File: config.mk
export PLATFORM = sky130hd
export DESIGN_NAME = pid_array
export DESIGN_NICKNAME = d
export VERILOG_FILES = /design/src/rtl/pid_pkg.sv /design/src/rtl/pid_clamp.sv /design/src/rtl/pid_array.sv
export SDC_FILE = /design/constraint.sdc
export NUM_CORES = 2
export LEC_CHECK = 0
export CORE_UTILIZATION = 59
export DETAILED_ROUTE_END_ITERATION = 7
export GPL_TIMING_DRIVEN = 0
export PLACE_DENSITY_LB_ADDON = 0.05
export SYNTH_ARGS = -nofsm -noshare
export SYNTH_HDL_FRONTEND = slang
export SYNTH_SLANG_ARGS = --single-unit
export TNS_END_PERCENT = 30
File: constraint.sdc
create_clock -name clk -period 12.6 [get_ports clk]
set_input_delay 3.15 -clock clk [delete_from_list [all_inputs] [get_ports clk]]
set_output_delay 3.15 -clock clk [all_outputs]
set_load 0.02 [all_outputs]
File: src/rtl/pid_pkg.sv
// Shared types, default sizing and small helpers for the multi-channel PID controller.
package pid_pkg;

    localparam int unsigned CH_DEF    = 3;
    localparam int unsigned DW_DEF    = 16;
    localparam int unsigned GW_DEF    = 16;
    localparam int unsigned FRAC_DEF  = 6;
    localparam int unsigned ACC_W_DEF = 34;
    localparam int          INT_LIM_DEF = 8000;
    localparam int          OUT_LIM_DEF = 20000;

    typedef enum logic [2:0] {
        S_IDLE,
        S_LATCH,
        S_ERR,
        S_MP,
        S_MI,
        S_MD,
        S_OUT,
        S_DONE
    } state_t;

    typedef enum logic [1:0] {
        SAT_NONE = 2'd0,
        SAT_POS  = 2'd1,
        SAT_NEG  = 2'd2
    } sat_dir_t;

    // Conditional integration: hold the integrator while pushing further into saturation.
    function automatic logic windup_hold(input sat_dir_t dir, input logic e_pos, input logic e_neg);
        return ((dir == SAT_POS) && e_pos) || ((dir == SAT_NEG) && e_neg);
    endfunction

    function automatic sat_dir_t sat_dir_of(input logic clamped, input logic negative);
        if (!clamped) begin
            return SAT_NONE;
        end
        return negative ? SAT_NEG : SAT_POS;
    endfunction

endpackage

File: src/rtl/pid_clamp.sv
// Combinational signed saturator from IW bits into OW bits with [LIM_LO, LIM_HI] bounds.
module pid_clamp
    import pid_pkg::*;
#(
    parameter int unsigned IW     = 17,
    parameter int unsigned OW     = 16,
    parameter longint      LIM_HI = 32767,
    parameter longint      LIM_LO = -32768
) (
    input  logic signed [IW-1:0] din,
    output logic signed [OW-1:0] dout
);

    localparam logic signed [IW-1:0] HI = IW'(LIM_HI);
    localparam logic signed [IW-1:0] LO = IW'(LIM_LO);

    always_comb begin
        dout = OW'(din);
        if (din > HI) begin
            dout = OW'(HI);
        end else if (din < LO) begin
            dout = OW'(LO);
        end
    end

endmodule

File: src/rtl/pid_array.sv
// Time-multiplexed PID controller: all channels run serially through one shared multiplier,
// with error/derivative saturation, clamped anti-windup integrators and clamped outputs.
module pid_array
    import pid_pkg::*;
#(
    parameter int unsigned CH      = CH_DEF,
    parameter int unsigned DW      = DW_DEF,
    parameter int unsigned GW      = GW_DEF,
    parameter int unsigned FRAC    = FRAC_DEF,
    parameter int unsigned ACC_W   = ACC_W_DEF,
    parameter int          INT_LIM = INT_LIM_DEF,
    parameter int          OUT_LIM = OUT_LIM_DEF
) (
    input  logic              clk,
    input  logic              reset,
    input  logic              start,
    input  logic              clear_int,
    input  logic [CH*DW-1:0]  setpoint,
    input  logic [CH*DW-1:0]  measure,
    input  logic [CH*GW-1:0]  kp,
    input  logic [CH*GW-1:0]  ki,
    input  logic [CH*GW-1:0]  kd,
    output logic              busy,
    output logic              done,
    output logic [CH*DW-1:0]  out,
    output logic [CH-1:0]     sat_flags
);

    localparam int unsigned CHW = (CH > 1) ? $clog2(CH) : 1;
    localparam int unsigned PW  = DW + GW + 1;
    localparam logic [CHW-1:0] LAST_CH = CHW'(CH - 1);
    localparam longint DW_MAX = (longint'(1) << (DW - 1)) - 1;
    localparam longint DW_MIN = -(longint'(1) << (DW - 1));

    state_t state, state_nxt;
    logic [CHW-1:0] ch;
    logic           clr_req;

    logic signed [DW-1:0] sp_q   [CH];
    logic signed [DW-1:0] meas_q [CH];
    logic [GW-1:0]        kp_q   [CH];
    logic [GW-1:0]        ki_q   [CH];
    logic [GW-1:0]        kd_q   [CH];
    logic signed [DW-1:0] integ  [CH];
    logic signed [DW-1:0] prev_e [CH];
    logic signed [DW-1:0] shadow [CH];
    sat_dir_t             sat_dir[CH];

    logic signed [DW-1:0]    e_q, d_q;
    logic signed [ACC_W-1:0] acc;

    logic                 busy_nxt, done_nxt, clear_now;
    logic signed [DW-1:0] mul_a;
    logic [GW-1:0]        mul_b;

    // State register
    always_ff @(posedge clk) begin
        if (reset) begin
            state <= S_IDLE;
        end else begin
            state <= state_nxt;
        end
    end

    // Next-state logic
    always_comb begin
        state_nxt = state;
        case (state)
            S_IDLE:  if (start) state_nxt = S_LATCH;
            S_LATCH: state_nxt = S_ERR;
            S_ERR:   state_nxt = S_MP;
            S_MP:    state_nxt = S_MI;
            S_MI:    state_nxt = S_MD;
            S_MD:    state_nxt = S_OUT;
            S_OUT:   state_nxt = (ch == LAST_CH) ? S_DONE : S_ERR;
            S_DONE:  state_nxt = S_IDLE;
            default: state_nxt = S_IDLE;
        endcase
    end

    // Control decode and multiplier operand select
    always_comb begin
        busy_nxt  = (state_nxt != S_IDLE);
        done_nxt  = (state_nxt == S_DONE);
        clear_now = ((state == S_IDLE) && clear_int && !start) ||
                    ((state == S_LATCH) && clr_req);
        mul_a     = e_q;
        mul_b     = kp_q[ch];
        case (state)
            S_MI: begin
                mul_a = integ[ch];
                mul_b = ki_q[ch];
            end
            S_MD: begin
                mul_a = d_q;
                mul_b = kd_q[ch];
            end
            default: ;
        endcase
    end

    // Error, derivative and integrator candidate for the current channel
    logic signed [DW:0]   e_wide, d_wide, i_wide;
    logic signed [DW-1:0] e_sat, d_sat, i_cand;
    logic                 e_pos, e_neg;

    assign e_wide = (DW+1)'(sp_q[ch]) - (DW+1)'(meas_q[ch]);
    assign d_wide = (DW+1)'(e_sat) - (DW+1)'(prev_e[ch]);
    assign i_wide = (DW+1)'(integ[ch]) + (DW+1)'(e_sat);
    assign e_neg  = e_sat[DW-1];
    assign e_pos  = !e_sat[DW-1] && (e_sat != '0);

    pid_clamp #(.IW(DW+1), .OW(DW), .LIM_HI(DW_MAX), .LIM_LO(DW_MIN)) u_err_sat (
        .din  (e_wide),
        .dout (e_sat)
    );

    pid_clamp #(.IW(DW+1), .OW(DW), .LIM_HI(DW_MAX), .LIM_LO(DW_MIN)) u_der_sat (
        .din  (d_wide),
        .dout (d_sat)
    );

    pid_clamp #(.IW(DW+1), .OW(DW), .LIM_HI(INT_LIM), .LIM_LO(-INT_LIM)) u_int_clamp (
        .din  (i_wide),
        .dout (i_cand)
    );

    // Shared signed-by-unsigned multiplier; gains are zero-extended
    logic signed [PW-1:0] mul_a_x, mul_b_x, prod;

    assign mul_a_x = PW'(mul_a);
    assign mul_b_x = $signed(PW'(mul_b));
    assign prod    = mul_a_x * mul_b_x;

    // Output scaling and clamp; a clamp is detected as the result differing from y
    logic signed [ACC_W-1:0] y;
    logic signed [DW-1:0]    yo;
    logic                    y_clamped;

    assign y         = acc >>> FRAC;
    assign y_clamped = (ACC_W'(yo) != y);

    pid_clamp #(.IW(ACC_W), .OW(DW), .LIM_HI(OUT_LIM), .LIM_LO(-OUT_LIM)) u_out_clamp (
        .din  (y),
        .dout (yo)
    );

    // Complete output vector, with the last channel bypassing its shadow slot
    logic [CH*DW-1:0] out_nxt;
    logic [CH-1:0]    sat_nxt;

    always_comb begin
        out_nxt = '0;
        sat_nxt = '0;
        for (int i = 0; i < CH; i++) begin
            if (CHW'(i) == ch) begin
                out_nxt[i*DW +: DW] = yo;
                sat_nxt[i]          = y_clamped;
            end else begin
                out_nxt[i*DW +: DW] = shadow[i];
                sat_nxt[i]          = (sat_dir[i] != SAT_NONE);
            end
        end
    end

    // Datapath and registered outputs
    always_ff @(posedge clk) begin
        if (reset) begin
            busy      <= 1'b0;
            done      <= 1'b0;
            out       <= '0;
            sat_flags <= '0;
            ch        <= '0;
            clr_req   <= 1'b0;
            e_q       <= '0;
            d_q       <= '0;
            acc       <= '0;
            for (int i = 0; i < CH; i++) begin
                sp_q[i]    <= '0;
                meas_q[i]  <= '0;
                kp_q[i]    <= '0;
                ki_q[i]    <= '0;
                kd_q[i]    <= '0;
                integ[i]   <= '0;
                prev_e[i]  <= '0;
                shadow[i]  <= '0;
                sat_dir[i] <= SAT_NONE;
            end
        end else begin
            busy <= busy_nxt;
            done <= done_nxt;
            if (state == S_IDLE) begin
                clr_req <= start && clear_int;
            end
            if (clear_now) begin
                for (int i = 0; i < CH; i++) begin
                    integ[i]   <= '0;
                    prev_e[i]  <= '0;
                    sat_dir[i] <= SAT_NONE;
                end
            end
            case (state)
                S_LATCH: begin
                    ch <= '0;
                    for (int i = 0; i < CH; i++) begin
                        sp_q[i]   <= setpoint[i*DW +: DW];
                        meas_q[i] <= measure[i*DW +: DW];
                        kp_q[i]   <= kp[i*GW +: GW];
                        ki_q[i]   <= ki[i*GW +: GW];
                        kd_q[i]   <= kd[i*GW +: GW];
                    end
                end
                S_ERR: begin
                    e_q        <= e_sat;
                    d_q        <= d_sat;
                    prev_e[ch] <= e_sat;
                    acc        <= '0;
                    if (!windup_hold(sat_dir[ch], e_pos, e_neg)) begin
                        integ[ch] <= i_cand;
                    end
                end
                S_MP, S_MI, S_MD: begin
                    acc <= acc + ACC_W'(prod);
                end
                S_OUT: begin
                    shadow[ch]  <= yo;
                    sat_dir[ch] <= sat_dir_of(y_clamped, y[ACC_W-1]);
                    if (ch == LAST_CH) begin
                        out       <= out_nxt;
                        sat_flags <= sat_nxt;
                    end else begin
                        ch <= ch + CHW'(1);
                    end
                end
                default: ;
            endcase
        end
    end

endmodule
==> impl_metrics.ini <==
[floorplanning]
die_x_um = 245
die_area_um2 = 60100
die_y_um = 245
start_util_pct = 60.1
rows = 88
core_um2 = 58000
io_pins = 297

[setup_path]
r2r_setup_slack_ns = 0.66
required_ns = 13.05
critPathMaxFanout = 10
worstPathArrival_ns = 12.39
critical_path.startpoint_type = flip-flop
cpPeakStageDelay_ns = 0.76
worst_setup_path_end_kind = flip-flop
crit_path_top_delay_cell = clkdlybuf4s15_1
crit_type = reg2reg

[clock_network]
hold_buffers = 0
ctsHtreeMaxLevel = 2
clock_sinks = 535
cts_setup_buffers = 0
cts_root_buf = clkbuf_16
path_clk_slew_ns = 0.06
clk_latency_ns = 0.64
cts.path.max_buffers = 3
cts_buffers = 56
cts_tree = yes

[logic_synthesis]
synth-async-reset-ratio_pct = 0
seq_area_frac_synth_pct = 42.4
syn-mean-instance-area_um2 = 10.4
synth_area_um2 = 34900
ys_types = 84
ys.warnings.count = 0
postSynthCellCount = 3355
synth_nets = 3998
synth_top_cell_area_share_pct = 35.1
ys_ff_latch = 535
synth.area.top_cells = edfxtp_1, fa_1, dfxtp_1
synth-main-ff-cell = edfxtp_1
yosysTopAreaCell = edfxtp_1
synth_edf_count = 408

[global_route]
grt_pass1_wl_um = 163000
antenna_found_initial = 4
track_usage_pct = 36.5
grt_max_degree = 80
globalRouteOverflowTotal = 0
first_global_vias = 27500

[sta]
max_freq_ghz = 0.0838
setup_viol = 0
setup_tns_ns = 0
finalHoldViolCount = 0
slew-limit-headroom_pct = -7.56
finClkSkew_ns = 0.0193
finalCritPeriodShare_pct = 94.8
rsz0062_at_grt = no
finalCriticalPeriod_ns = 11.94
drv_slew = 30
tightest_slew_ns = 1.59
whs_ns = 0.453

[routing]
wl_met1_um = 42900
routedWlPerCell_um = 24.2
routed_wl_um = 110000
viasPerCell = 6.12
met2_length_um = 50400
vias = 27700
top_layer = met5
drc = 3
first_pass_iters = 8
wl_met3_um = 12000
first_iter_violations = 3060
postRouteAntennaNets = 0

[final_layout]
drive_above_1_share_pct = 4.52
area_growth_pct = 17.0
fin_area_um2 = 40800
nets = 4357

[hold_path]
hp-class = reg2reg

[power_and_ir_drop]
peakVddDrop_mv = 0.306
power_uw = 9740
p_leak_uw = 0.0167
p_per_area_nw_per_um2 = 239

[placed_design]
hpwl_um = 87500
placed_cell_area_um2 = 38900
port_buffers = 295
gp_congestion = 0.998

[outcome]
outcome = complete, but fails checks
violations = DRC, capacitance limit, slew limit

[run]
cap_violations = 2
kinds of logic (layout without fill, tap and decap cells):
family                     Yosys count  after routing  share of synthesized area (%)
AOI/OAI and AO/OA                  492            492                           9.43
xor gates and xnor gates            70             70                           1.76
adders and majority gates          417            417                           19.8
buffers and inverters              534            939                           5.82
DFF                                535            535                           42.4
muxes                              118            118                           4.61
other                                0              3                              0
and+or+nand+nor                   1189           1189                           16.2
cell type report:
type	instances	area, um^2
buffer	164	658
timing repair buffer	301	3060
antenna	3	7.51
tap	765	957
multi-input combinational	2286	18100
fill	4304	17200
clock inverter	36	345
inverter	370	1390
clock buffer	68	1500
sequential	535	14800
layer usage:
layer | up-vias | track usage (%)
met4 | 2 | 13.6
li1 | 12100 | -
met5 | - | 0
met2 | 1721 | 58.1
met3 | 291 | 7.69
met1 | 13600 | 49.3
repair_timing:
action,CTS,global route
resized for setup,2,10
pin swaps,0,0
endpoints found under the hold margin,0,0
setup endpoints to repair,17,61
cloned,0,0
synth_stat cells (all sizes together), types with 25 or more instances:
master  count
dfxtp     127
ha        170
nand3      49
xnor2      51
inv       368
a21o       42
nor3       74
a21oi     158
clkbuf    148
nand2b     25
edfxtp    408
nand2     304
mux2i      81
fa        229
and2      253
a211oi     59
o21ai      54
nor2      377
mux4       33
worst max-delay path: cells and delay by family, from the launching register on:
kind	cells	cell delay (ns)
and+or+nand+nor	9	2.16
AOI/OAI and AO/OA	11	2.75
buffers and inverters	9	4.21
DFF	1	0.31
adders and majority gates	3	1.11
muxes	3	1.16
sequential cells by signal, indices dropped and copies added, names as in the netlist, 8 cells and up, named ones only:
signal and flops:
sp_q 48, e_q 16, ki_q 48, kd_q 48, acc 34, d_q 16, out 48, meas_q 48
kp_q 48, shadow 32, prev_e 64, sat_dir 8, integ 64
power by group:
group | total [uW] | switching (uW) | internal, uW
logic | 5620 | 3620 | 2000
registers | 2440 | 142 | 2300
clock network | 1680 | 727 | 951
total | 9740 | 4490 | 5260
cells in the final DEF, fill, tap and decap left out, drive strengths merged, types with 7 or more instances in the layout:
master         count
a31oi             19
o211ai            10
a41oi             10
o21bai            19
nor2             377
nor2b             17
o22ai             22
a22oi             22
inv              372
buf               19
a22o               7
mux4              33
a211oi            59
nand2b            25
nor4               7
nand4             14
nand2            304
and2             253
nor3              74
nor3b             13
a21o              42
fa               229
ha               170
or2               11
clkbuf           217
o21ai             54
nand3             49
o21a               9
and3              20
a41o               9
dfxtp            127
xor2              19
xnor2             51
or3               12
maj3              18
mux2i             81
a21oi            158
edfxtp           408
clkdlybuf4s50    295
clkinv            26
worst paths after layout:
check	start	cells after the start	end
worst min register to register	out[40]	1	out[40]
worst min-delay path	out[40]	1	out[40]
worst max register to register	flip-flop	35	integ[0][3]
worst max-delay path	flip-flop	35	integ[0][3]
stage by stage:
| stage | cells | setup slack, ns | utilization, % |
|---|---|---|---|
| 2_1_floorplan | 3355 | 2.26 | - |
| 3_3_place_gp | 4415 | -0.608 | 66.8 |
| 3_5_place_dp | 4419 | -0.00395 | 67.0 |
| 4_1_cts | 4523 | 0.223 | 70.2 |
| 5_1_grt | 4527 | 0.113 | 70.3 |
| 6_report | 4528 | 0.661 | 70.3 |
Power figures use the tool's default switching activity.
